$ cat src/rtl/snake_game_ctrl.sv
// snake_game_ctrl: snake game sequencer in the pixel clock domain. Owns body,
// direction, food, score and game FSM, and answers registered per-cell queries.
// Optional build macro SNAKE_WRAP_EN: walls wrap around instead of killing.
module snake_game_ctrl #(
  parameter int unsigned GRID_W   = 40,
  parameter int unsigned GRID_H   = 30,
  parameter int unsigned MAX_LEN  = 32,
  parameter int unsigned TICK_DIV = 5_000_000
) (
  input  logic       vga_clk,
  input  logic       sys_rst_n,
  input  logic [3:0] direct_x,
  input  logic       sta_en,
  input  logic [5:0] q_x,
  input  logic [4:0] q_y,
  output logic       q_body,
  output logic       q_head,
  output logic       q_food,
  output logic [1:0] game_st,
  output logic [7:0] score,
  output logic [5:0] snake_len,
  output logic       move_pulse
);
  localparam int unsigned XW = 6;
  localparam int unsigned YW = 5;
  localparam int unsigned LW = 6;
  localparam int unsigned CW = (TICK_DIV > 1) ? $clog2(TICK_DIV) : 1;

  typedef enum logic [1:0] {ST_IDLE = 2'd0, ST_RUN = 2'd1, ST_FOOD = 2'd2, ST_DEAD = 2'd3} state_e;
  // Opposite directions differ only in bit 0.
  typedef enum logic [1:0] {DIR_UP = 2'd0, DIR_DOWN = 2'd1, DIR_LEFT = 2'd2, DIR_RIGHT = 2'd3} dir_e;

  state_e        state_q, state_d;
  logic [XW-1:0] seg_x_q [MAX_LEN];
  logic [XW-1:0] seg_x_d [MAX_LEN];
  logic [YW-1:0] seg_y_q [MAX_LEN];
  logic [YW-1:0] seg_y_d [MAX_LEN];
  logic [LW-1:0] len_q, len_d;
  dir_e          dir_q, dir_d, pend_q, pend_d, new_dir;
  logic [XW-1:0] food_x_q, food_x_d;
  logic [YW-1:0] food_y_q, food_y_d;
  logic [15:0]   lfsr_q, lfsr_d;
  logic [CW-1:0] cnt_q, cnt_d;
  logic [7:0]    score_q, score_d;
  logic          sta_q, defer_q, defer_d, move_q, move_d;
  logic          qb_q, qh_q, qf_q, qb_d, qh_d, qf_d;

  logic          sta_rise, term, wall, eat, self_hit, die, cand_hit, cand_ok, q_in;
  logic [XW-1:0] nx, cx;
  logic [YW-1:0] ny, cy;

  function automatic logic [XW-1:0] init_x(input int unsigned i);
    return (i < 3) ? XW'(20 - i) : '0;
  endfunction

  function automatic logic [YW-1:0] init_y(input int unsigned i);
    return (i < 3) ? YW'(15) : '0;
  endfunction

  assign sta_rise = sta_en & ~sta_q;
  assign term     = (cnt_q == CW'(TICK_DIV - 1));

`ifdef SNAKE_WRAP_EN
  assign die = self_hit;
`else
  assign die = wall | self_hit;
`endif

  // Direction arbitration and next head cell (wrapped coordinates plus wall flag)
  always_comb begin
    new_dir = ((pend_q ^ dir_q) == 2'b01) ? dir_q : pend_q;
    nx      = seg_x_q[0];
    ny      = seg_y_q[0];
    wall    = 1'b0;
    case (new_dir)
      DIR_UP: begin
        if (seg_y_q[0] == '0) begin wall = 1'b1; ny = YW'(GRID_H - 1); end
        else ny = seg_y_q[0] - YW'(1);
      end
      DIR_DOWN: begin
        if (seg_y_q[0] == YW'(GRID_H - 1)) begin wall = 1'b1; ny = '0; end
        else ny = seg_y_q[0] + YW'(1);
      end
      DIR_LEFT: begin
        if (seg_x_q[0] == '0) begin wall = 1'b1; nx = XW'(GRID_W - 1); end
        else nx = seg_x_q[0] - XW'(1);
      end
      default: begin
        if (seg_x_q[0] == XW'(GRID_W - 1)) begin wall = 1'b1; nx = '0; end
        else nx = seg_x_q[0] + XW'(1);
      end
    endcase
  end

  // Parallel body compares: self collision, food candidate and display query
  always_comb begin
    eat      = (nx == food_x_q) && (ny == food_y_q);
    cx       = lfsr_q[5:0];
    cy       = lfsr_q[10:6];
    q_in     = ({1'b0, q_x} < 7'(GRID_W)) && ({1'b0, q_y} < 6'(GRID_H));
    self_hit = 1'b0;
    cand_hit = 1'b0;
    qb_d     = 1'b0;
    for (int unsigned i = 0; i < MAX_LEN; i++) begin
      if (LW'(i) < len_q) begin
        // Without eating, the tail cell is vacated by this same move.
        if (seg_x_q[i] == nx && seg_y_q[i] == ny && (eat || LW'(i) < len_q - LW'(1)))
          self_hit = 1'b1;
        if (seg_x_q[i] == cx && seg_y_q[i] == cy)
          cand_hit = 1'b1;
        if (q_in && seg_x_q[i] == q_x && seg_y_q[i] == q_y)
          qb_d = 1'b1;
      end
    end
    qh_d    = q_in && (seg_x_q[0] == q_x) && (seg_y_q[0] == q_y);
    qf_d    = q_in && (food_x_q == q_x) && (food_y_q == q_y);
    cand_ok = ({1'b0, cx} < 7'(GRID_W)) && ({1'b0, cy} < 6'(GRID_H)) && !cand_hit;
  end

  // Game FSM: next state, body update, food placement, score and move pulse
  always_comb begin
    state_d  = state_q;
    seg_x_d  = seg_x_q;
    seg_y_d  = seg_y_q;
    len_d    = len_q;
    dir_d    = dir_q;
    pend_d   = pend_q;
    food_x_d = food_x_q;
    food_y_d = food_y_q;
    lfsr_d   = {lfsr_q[14:0], lfsr_q[15] ^ lfsr_q[13] ^ lfsr_q[12] ^ lfsr_q[10]};
    cnt_d    = term ? '0 : cnt_q + CW'(1);
    score_d  = score_q;
    defer_d  = defer_q;
    move_d   = 1'b0;

    if (direct_x[0])      pend_d = DIR_UP;
    else if (direct_x[1]) pend_d = DIR_DOWN;
    else if (direct_x[2]) pend_d = DIR_LEFT;
    else if (direct_x[3]) pend_d = DIR_RIGHT;

    case (state_q)
      ST_IDLE: begin
        cnt_d = '0;
        if (sta_rise) state_d = ST_RUN;
      end
      ST_RUN: begin
        if (term || defer_q) begin
          defer_d = 1'b0;
          dir_d   = new_dir;
          if (die) begin
            state_d = ST_DEAD;
          end else begin
            for (int unsigned i = 1; i < MAX_LEN; i++) begin
              seg_x_d[i] = seg_x_q[i-1];
              seg_y_d[i] = seg_y_q[i-1];
            end
            seg_x_d[0] = nx;
            seg_y_d[0] = ny;
            move_d     = 1'b1;
            if (eat) begin
              if (len_q != LW'(MAX_LEN)) len_d = len_q + LW'(1);
              if (score_q != 8'hFF)      score_d = score_q + 8'd1;
              state_d = ST_FOOD;
            end
          end
        end
      end
      ST_FOOD: begin
        // A move due while placing food is held and taken on RUN entry.
        if (term) defer_d = 1'b1;
        if (cand_ok) begin
          food_x_d = cx;
          food_y_d = cy;
          state_d  = ST_RUN;
        end
      end
      default: begin
        cnt_d   = '0;
        defer_d = 1'b0;
        if (sta_rise) begin
          state_d = ST_IDLE;
          len_d   = LW'(3);
          dir_d   = DIR_RIGHT;
          pend_d  = DIR_RIGHT;
          score_d = '0;
          for (int unsigned i = 0; i < MAX_LEN; i++) begin
            seg_x_d[i] = init_x(i);
            seg_y_d[i] = init_y(i);
          end
        end
      end
    endcase
  end

  // State and datapath registers
  always_ff @(posedge vga_clk or negedge sys_rst_n) begin
    if (!sys_rst_n) begin
      state_q  <= ST_IDLE;
      for (int unsigned i = 0; i < MAX_LEN; i++) begin
        seg_x_q[i] <= init_x(i);
        seg_y_q[i] <= init_y(i);
      end
      len_q    <= LW'(3);
      dir_q    <= DIR_RIGHT;
      pend_q   <= DIR_RIGHT;
      food_x_q <= XW'(30);
      food_y_q <= YW'(15);
      lfsr_q   <= 16'hACE1;
      cnt_q    <= '0;
      score_q  <= '0;
      sta_q    <= 1'b0;
      defer_q  <= 1'b0;
      move_q   <= 1'b0;
      qb_q     <= 1'b0;
      qh_q     <= 1'b0;
      qf_q     <= 1'b0;
    end else begin
      state_q  <= state_d;
      seg_x_q  <= seg_x_d;
      seg_y_q  <= seg_y_d;
      len_q    <= len_d;
      dir_q    <= dir_d;
      pend_q   <= pend_d;
      food_x_q <= food_x_d;
      food_y_q <= food_y_d;
      lfsr_q   <= lfsr_d;
      cnt_q    <= cnt_d;
      score_q  <= score_d;
      sta_q    <= sta_en;
      defer_q  <= defer_d;
      move_q   <= move_d;
      qb_q     <= qb_d;
      qh_q     <= qh_d;
      qf_q     <= qf_d;
    end
  end

  assign game_st    = state_q;
  assign score      = score_q;
  assign snake_len  = len_q;
  assign move_pulse = move_q;
  assign q_body     = qb_q;
  assign q_head     = qh_q;
  assign q_food     = qf_q;

endmodule

$ cat config.mk
export PLATFORM = sky130hd
export DESIGN_NAME = snake_game_ctrl
export DESIGN_NICKNAME = d
export VERILOG_FILES = /design/src/rtl/snake_game_ctrl.sv
export SDC_FILE = /design/constraint.sdc
export NUM_CORES = 2
export LEC_CHECK = 0
export CORE_ASPECT_RATIO = 0.5
export CORE_UTILIZATION = 55
export DETAILED_ROUTE_END_ITERATION = 16
export PLACE_DENSITY = 0.76
export SLEW_MARGIN = 10
export SYNTH_ARGS = -nofsm -noshare
export SYNTH_HDL_FRONTEND = slang
export SYNTH_SLANG_ARGS = --single-unit
export TNS_END_PERCENT = 10
$ cat constraint.sdc
create_clock -name vga_clk -period 10.1 [get_ports vga_clk]
set_clock_uncertainty 0.2 [all_clocks]
set_input_delay 2.02 -clock vga_clk [delete_from_list [all_inputs] [get_ports vga_clk]]
set_output_delay 2.02 -clock vga_clk [all_outputs]
set_load 0.02 [all_outputs]
After elaboration in Yosys (flattened, before gate mapping)
Cells that the tools add are included.
W data, S select, Z words.
{"block": "totals", "ff_bits": 428, "wordCells": 844}
{"block": "op_classes", "n_lt_le_gt_ge": 68, "n_reduce_logical": 217, "n_bitwise": 9, "n_eq_ne": 215, "n_addsub": 8, "muxes": 248}
{"operator": "$eq A6 B6 Y1", "count": 98}
{"operator": "$mux W192", "count": 3}
{"operator": "$eq A5 B5 Y1", "count": 98}
{"operator": "$mux W160", "count": 3}
{"operator": "$pmux W192 S2", "count": 1}
{"operator": "$pmux W160 S2", "count": 1}
{"operator": "$mux W1", "count": 201}
{"operator": "$lt A5 B6 Y1 const A", "count": 32}
{"operator": "$logic_and A1 B1 Y1", "count": 166}
{"operator": "$lt A4 B6 Y1 const A", "count": 16}
{"operator": "$lt A3 B6 Y1 const A", "count": 8}
{"operator": "$mux W23", "count": 2}
{"operator": "$mux W6", "count": 7}
{"operator": "$mux W8", "count": 5}
{"operator": "$logic_or A1 B1 Y1", "count": 33}
{"operator": "$mux W2", "count": 15}
{"operator": "$lt A1 B6 Y1 const A", "count": 4}
{"operator": "$lt A2 B6 Y1 const A", "count": 4}
{"operator": "$pmux W6 S2", "count": 2}
{"operator": "$add A23 B1 Y23 const B", "count": 1}
{"operator": "$eq A23 B23 Y1 const B", "count": 1}
{"operator": "$ne A2 B2 Y1 const B", "count": 8}
{"operator": "$pmux W8 S2", "count": 1}
{"operator": "$add A6 B1 Y6 const B", "count": 2}
{"operator": "other kinds (36)", "count": 53}

Longest topological paths before layout
{"block": "logic_depth", "ltp_word": 78, "mapped_depth": 22, "mapped_depth_nobuf": 15}

Least setup slack after synthesis
OpenSTA, ideal clock, no wires.
{"block": "synth_path", "path_type": "register to register", "start": "reg seg_x_q[186] in the netlist's numbering", "end": "reg seg_x_q[159] in the netlist's numbering", "period_less_slack_ns": 4.757, "arrival_time_ns": 4.436, "setup_time_ns": 0.121, "stages_incl_launch_ff": 22, "slack_ns": 5.343, "path_buffers": 6, "cell_sequence": "dfrtp_1 > clkbuf_1 > inv_1 > ha_1 > and2_1 > mux2_2 > buf_2 > nor2_2 > buf_4 > xnor2_1 > nand4_1 > a2111oi_0 > nand4_1 > o311ai_0 > a211oi_1 > nor2_1 > nor4_4 > and3_1 > buf_4 > buf_6 > buf_6 > a22o_1"}
{"block": "synth_via", "elab_chain_cells": 74, "elab_cells_between_ends": 207}
{"element": "start: declaration", "line_no": "34", "text": "logic [XW-1:0] seg_x_q [MAX_LEN];"}
{"element": "start signal: indexed assignment", "line_no": "200", "text": "seg_x_q[i] <= init_x(i);"}
{"element": "start signal: assignment", "line_no": "219", "text": "seg_x_q <= seg_x_d;"}
{"element": "$add A6 B1 Y6, or another cell as far along", "line_no": "90", "text": "else nx = seg_x_q[0] + XW'(1);"}
{"element": "$mux W6 (on tied branches)", "line_no": "89, 85"}
{"element": "$pmux W6 S2", "line_no": "75", "text": "case (new_dir)"}
{"element": "$eq A6 B6 Y1", "line_no": "97", "text": "eat = (nx == food_x_q) && (ny == food_y_q);"}
{"element": "$logic_and A1 B1 Y1", "line_no": "97"}
{"element": "$logic_or A1 B1 Y1", "line_no": "107", "text": "if (seg_x_q[i] == nx && seg_y_q[i] == ny && (eat || LW'(i) < len_q - LW'(1)))"}
{"element": "$logic_and A1 B1 Y1", "line_no": "107"}
{"element": "$mux W1", "line_no": "107"}
{"element": "(+58 left out)"}
{"element": "$mux W1", "line_no": "105", "text": "if (LW'(i) < len_q) begin"}
{"element": "$mux W1", "line_no": "107"}
{"element": "$mux W1", "line_no": "105"}
{"element": "$mux W1", "line_no": "107"}
{"element": "$mux W1", "line_no": "105"}
{"element": "$or A1 B1 Y1 (*)", "line_no": "66", "text": "assign die = wall | self_hit;"}
{"element": "$ne A2 B2 Y1 (no source line) (*)"}
{"element": "$reduce_and A4 Y1 (no source line) (*)"}
Mark *: on every way between the ends. The rest lies on a longest branch, timed or not.
A chain may end at the register's enable or synchronous reset.

Final worst setup path
{"block": "layout_path", "start": "reg pend_q[1]", "end": "reg seg_y_q[4] in the netlist's numbering"}
{"block": "layout_via", "elab_chain_cells": 77, "elab_cells_between_ends": 240}
{"element": "start: declaration", "line_no": "39", "text": "dir_e dir_q, dir_d, pend_q, pend_d, new_dir;"}
{"element": "start signal: assignment", "line_no": "223", "text": "pend_q <= pend_d;"}
{"element": "$xor A2 B2 Y2", "line_no": "71", "text": "new_dir = ((pend_q ^ dir_q) == 2'b01) ? dir_q : pend_q;"}
{"element": "$eq A2 B1 Y1", "line_no": "71"}
{"element": "$mux W2 (*)", "line_no": "71"}
{"element": "$eq A2 B1 Y1 / $logic_not A2 Y1 (equally long branches)", "line_no": "75"}
{"element": "$reduce_or A2 Y1 (no source line)"}
{"element": "$pmux W6 S2", "line_no": "75"}
{"element": "$eq A6 B6 Y1", "line_no": "97"}
{"element": "$logic_and A1 B1 Y1", "line_no": "97"}
{"element": "(+61 left out)"}
{"element": "$mux W1", "line_no": "105"}
{"element": "$mux W1", "line_no": "107"}
{"element": "$mux W1", "line_no": "105"}
{"element": "$mux W1", "line_no": "107"}
{"element": "$mux W1", "line_no": "105"}
{"element": "$or A1 B1 Y1 (*)", "line_no": "66"}
{"element": "$ne A2 B2 Y1 (no source line) (*)"}
{"element": "$reduce_and A4 Y1 (no source line) (*)"}
{"element": "end signal: indexed assignment", "line_no": "201", "text": "seg_y_q[i] <= init_y(i);"}
{"element": "end signal: assignment", "line_no": "220", "text": "seg_y_q <= seg_y_d;"}
{"element": "end: declaration", "line_no": "36", "text": "logic [YW-1:0] seg_y_q [MAX_LEN];"}
Marked as above.

==> results.yml <==
logic_synthesis:
  yosysMostFrequentCell: "xnor2_1"
  yosys_warnings: 0
  synth_cells: 3547
  yosys-top-cells-area: "dfrtp_1 (30%), xnor2_1 (17%), xor2_1 (11%)"
  yosysSeqAreaShare: 0.3298
  async_reset_ff_frac: 1.000
  yosys.area.top_type: "dfrtp_1"
  synth_top_area_frac: 0.2968
  ys_seq_elements: 428
  syn-num-nets: 3579
  synth.distinct_cells: 97
  syn_avg_cell_area_um2: 9.199
  synth_ff_type: "dfrtp_1"
  synth_edf_count: 0
  synthTopCellsByCount: "xnor2_1 (622), xor2_1 (427), dfrtp_1 (387), a22o_1 (333), clkbuf_1 (297)"
  syn-cell-area_um2: 32630
global_routing:
  antenna_found_initial: 10
  grt_pass1_wl_um: 194800
  grt_max_degree: 147
  grt_overflow_total: 0
  grt_use_total: 0.4399
  grt_pass1_vias: 27360
place:
  hpwl_um: 92060
  numPortBuffers: 37
  pre_cts_ws_ns: 2.488
  globalplace.congestion: 1.141
timing:
  max-slew-margin-rel: 0.03231
  setup_slack_ns: 1.974
  worstMarginPinSlew_ns: 1.438
  finalSetupViolations: 0
  period_share: 0.8046
  hold_viol_final: 0
  maxSlewViolCount: 0
  setup_tns_ns: 0
  post-route-min-period_ns: 8.126
  rsz0062_at_grt: "no"
  fmax_mhz: 123.1
drt:
  vias: 29360
  wire_per_inst_um: 34.21
  drt_first_pass_iters: 7
  totalWireLength_um: 135400
  ant_nets: 0
  drcViolationCount: 0
  drtIter0Drc: 5445
  routed_via_density: 7.417
worst_setup_path:
  critPathArrivalTime_ns: 8.44
  end_kind: "register"
  cp_max_fo: 113
  reg2regPathDepth: 14
  required_ns: 10.42
  cp-start-kind: "register"
  crit_type: "reg2reg"
  rr_endpoint: "seg_y_q[4]"
  rr_startpoint: "pend_q[1]"
  rrSetupSlack_ns: 1.97
power:
  ir_drop_mv: 0.1136
  power_w: 0.003879
  p_per_area_nw_per_um2: 114.6
  power_leakage_nw: 14.48
worst_hold_path:
  hold_depth: 0
  hold_start: "lfsr_q[14]"
  holdPathEnd: "lfsr_q[15]"
  hold_path.class: "reg2reg"
floorplan:
  floorplan.initialDensity: 0.5631
  die_h_um: 174.2
  die_area_um2: 60360
  core_um2: 57950
  num_io_pins: 38
  die_x_um: 346.5
  num_rows: 62
clock_tree:
  h-tree-depth: 2
  clkSlewWorstSetupHoldPaths_ns: 0.08
  clk_latency_ns: 0.60
  clockRootBuffer: "clkbuf_16"
  numClockSinks: 428
  cts_buffer_depth: 3
  cts_buffers: 42
  cts_hold_buf: 0
  cts_tree: "done"
  cts_resized: 0
  cts_setup_buffers: 0
layout:
  area_growth_pct: 3.739
  nets: 3186
  layout-drive-gt1-share: 0.09068
  fin_util: 0.5841
run:
  drv_cap: 0
outcome:
  outcome: "completed"
-- registers in the layout (all words and copies together), names as in the netlist --
name,cells
seg_x_q,192
seg_y_q,160
cnt_q,23
lfsr_q,16
score,8
food_x_q,6
snake_len,6
food_y_q,5
dir_q,2
game_st,2
pend_q,2
defer_q,1
move_pulse,1
q_body,1
q_food,1
q_head,1
sta_q,1
-- power by group --
part           internal, W  leakage [nW]  total, W  switching, W
clock network      0.00105         0.740   0.00182      0.000767
registers          0.00172          5.79   0.00172    0.00000330
logic             0.000103          7.95  0.000344      0.000241
total              0.00287          14.5   0.00388       0.00101
-- cell type report --
type	count	area, µm²
Fill cell	4930	24100
Timing Repair Buffer	134	1174
Multi-Input combinational cell	2509	19240
Sequential cell	428	10770
Clock inverter	25	397.9
Tap cell	768	960.9
Inverter	39	146.4
Clock buffer	52	1149
Antenna cell	4	10.01
-- critical path, stage by stage, from the launching register on --
cell and delay [ns]:
dfstp_2 0.99, xnor2_2 0.23, mux2i_2 1.03, o31ai_1 0.33, nand2_2 0.79, xor2_1 0.21, o2111a_1 0.33, nand2_1 0.46
nand2_1 0.28, a2bb2oi_1 0.24, a2111o_1 0.44, nor4_4 0.57, and3_4 1.01, buf_12 0.49, a22o_1 0.25
-- metal layers --
metal,share of wire,global-route usage,routed length (µm)
met5,0.00099,0.006279,134
met4,0.053,0.1933,7221
met2,0.38,0.5737,51560
met3,0.19,0.2301,25100
met1,0.38,0.5942,51410
-- layout by cell type, fill, tap and decap left out, drive strengths merged, types with 14 or more instances in the layout --
| cell type | n |
|---|---|
| a211oi | 21 |
| a2111oi | 19 |
| a22o | 333 |
| nand3 | 89 |
| clkbuf | 52 |
| o2111ai | 20 |
| nor4 | 131 |
| o21ai | 54 |
| xnor2 | 623 |
| and3 | 24 |
| dfrtp | 387 |
| nor2 | 98 |
| o211ai | 17 |
| dfstp | 41 |
| nor3 | 62 |
| a22oi | 15 |
| a21oi | 101 |
| mux2 | 15 |
| inv | 41 |
| nand2 | 91 |
| nand4 | 134 |
| or3 | 16 |
| buf | 109 |
| clkdlybuf4s50 | 25 |
| xor2 | 427 |
| ha | 14 |
-- logic make-up after synthesis --
| logic type | count (synthesis) | synth area share |
|---|---|---|
| XOR/XNOR | 1050 | 0.2821 |
| flip-flops | 428 | 0.3298 |
| multiplexers | 25 | 0.008973 |
| AO/OA/AOI/OAI | 700 | 0.1686 |
| buffers and inverters | 610 | 0.08340 |
| adder cells (fa/ha/maj) | 14 | 0.005369 |
| AND/OR/NAND/NOR | 720 | 0.1218 |
-- worst max-delay path by stage --
stage | slack (ns) | to | startpoint
detailed placement | 2.49 | seg_x_q[7] | pend_q[1]
CTS | 2.45 | seg_y_q[4] | pend_q[1]
global placement | 2.60 | seg_x_q[29] | pend_q[1]
floorplan | 5.34 | seg_x_q[159] | seg_x_q[186]
finish | 1.97 | seg_y_q[4] | pend_q[1]
global route | 2.01 | seg_y_q[4] | pend_q[1]
-- stage by stage --
stage	hold WS, ns	instance area (µm²)	instances
6_report	0.1498	33850	3959
5_1_grt	0.1725	33840	3956
4_1_cts	0.1517	33830	3955
3_5_place_dp	0.1478	32280	3878
3_3_place_gp	0.1450	32280	3878
2_1_floorplan	0.1330	32630	3547
Power figures use the tool's default switching activity.
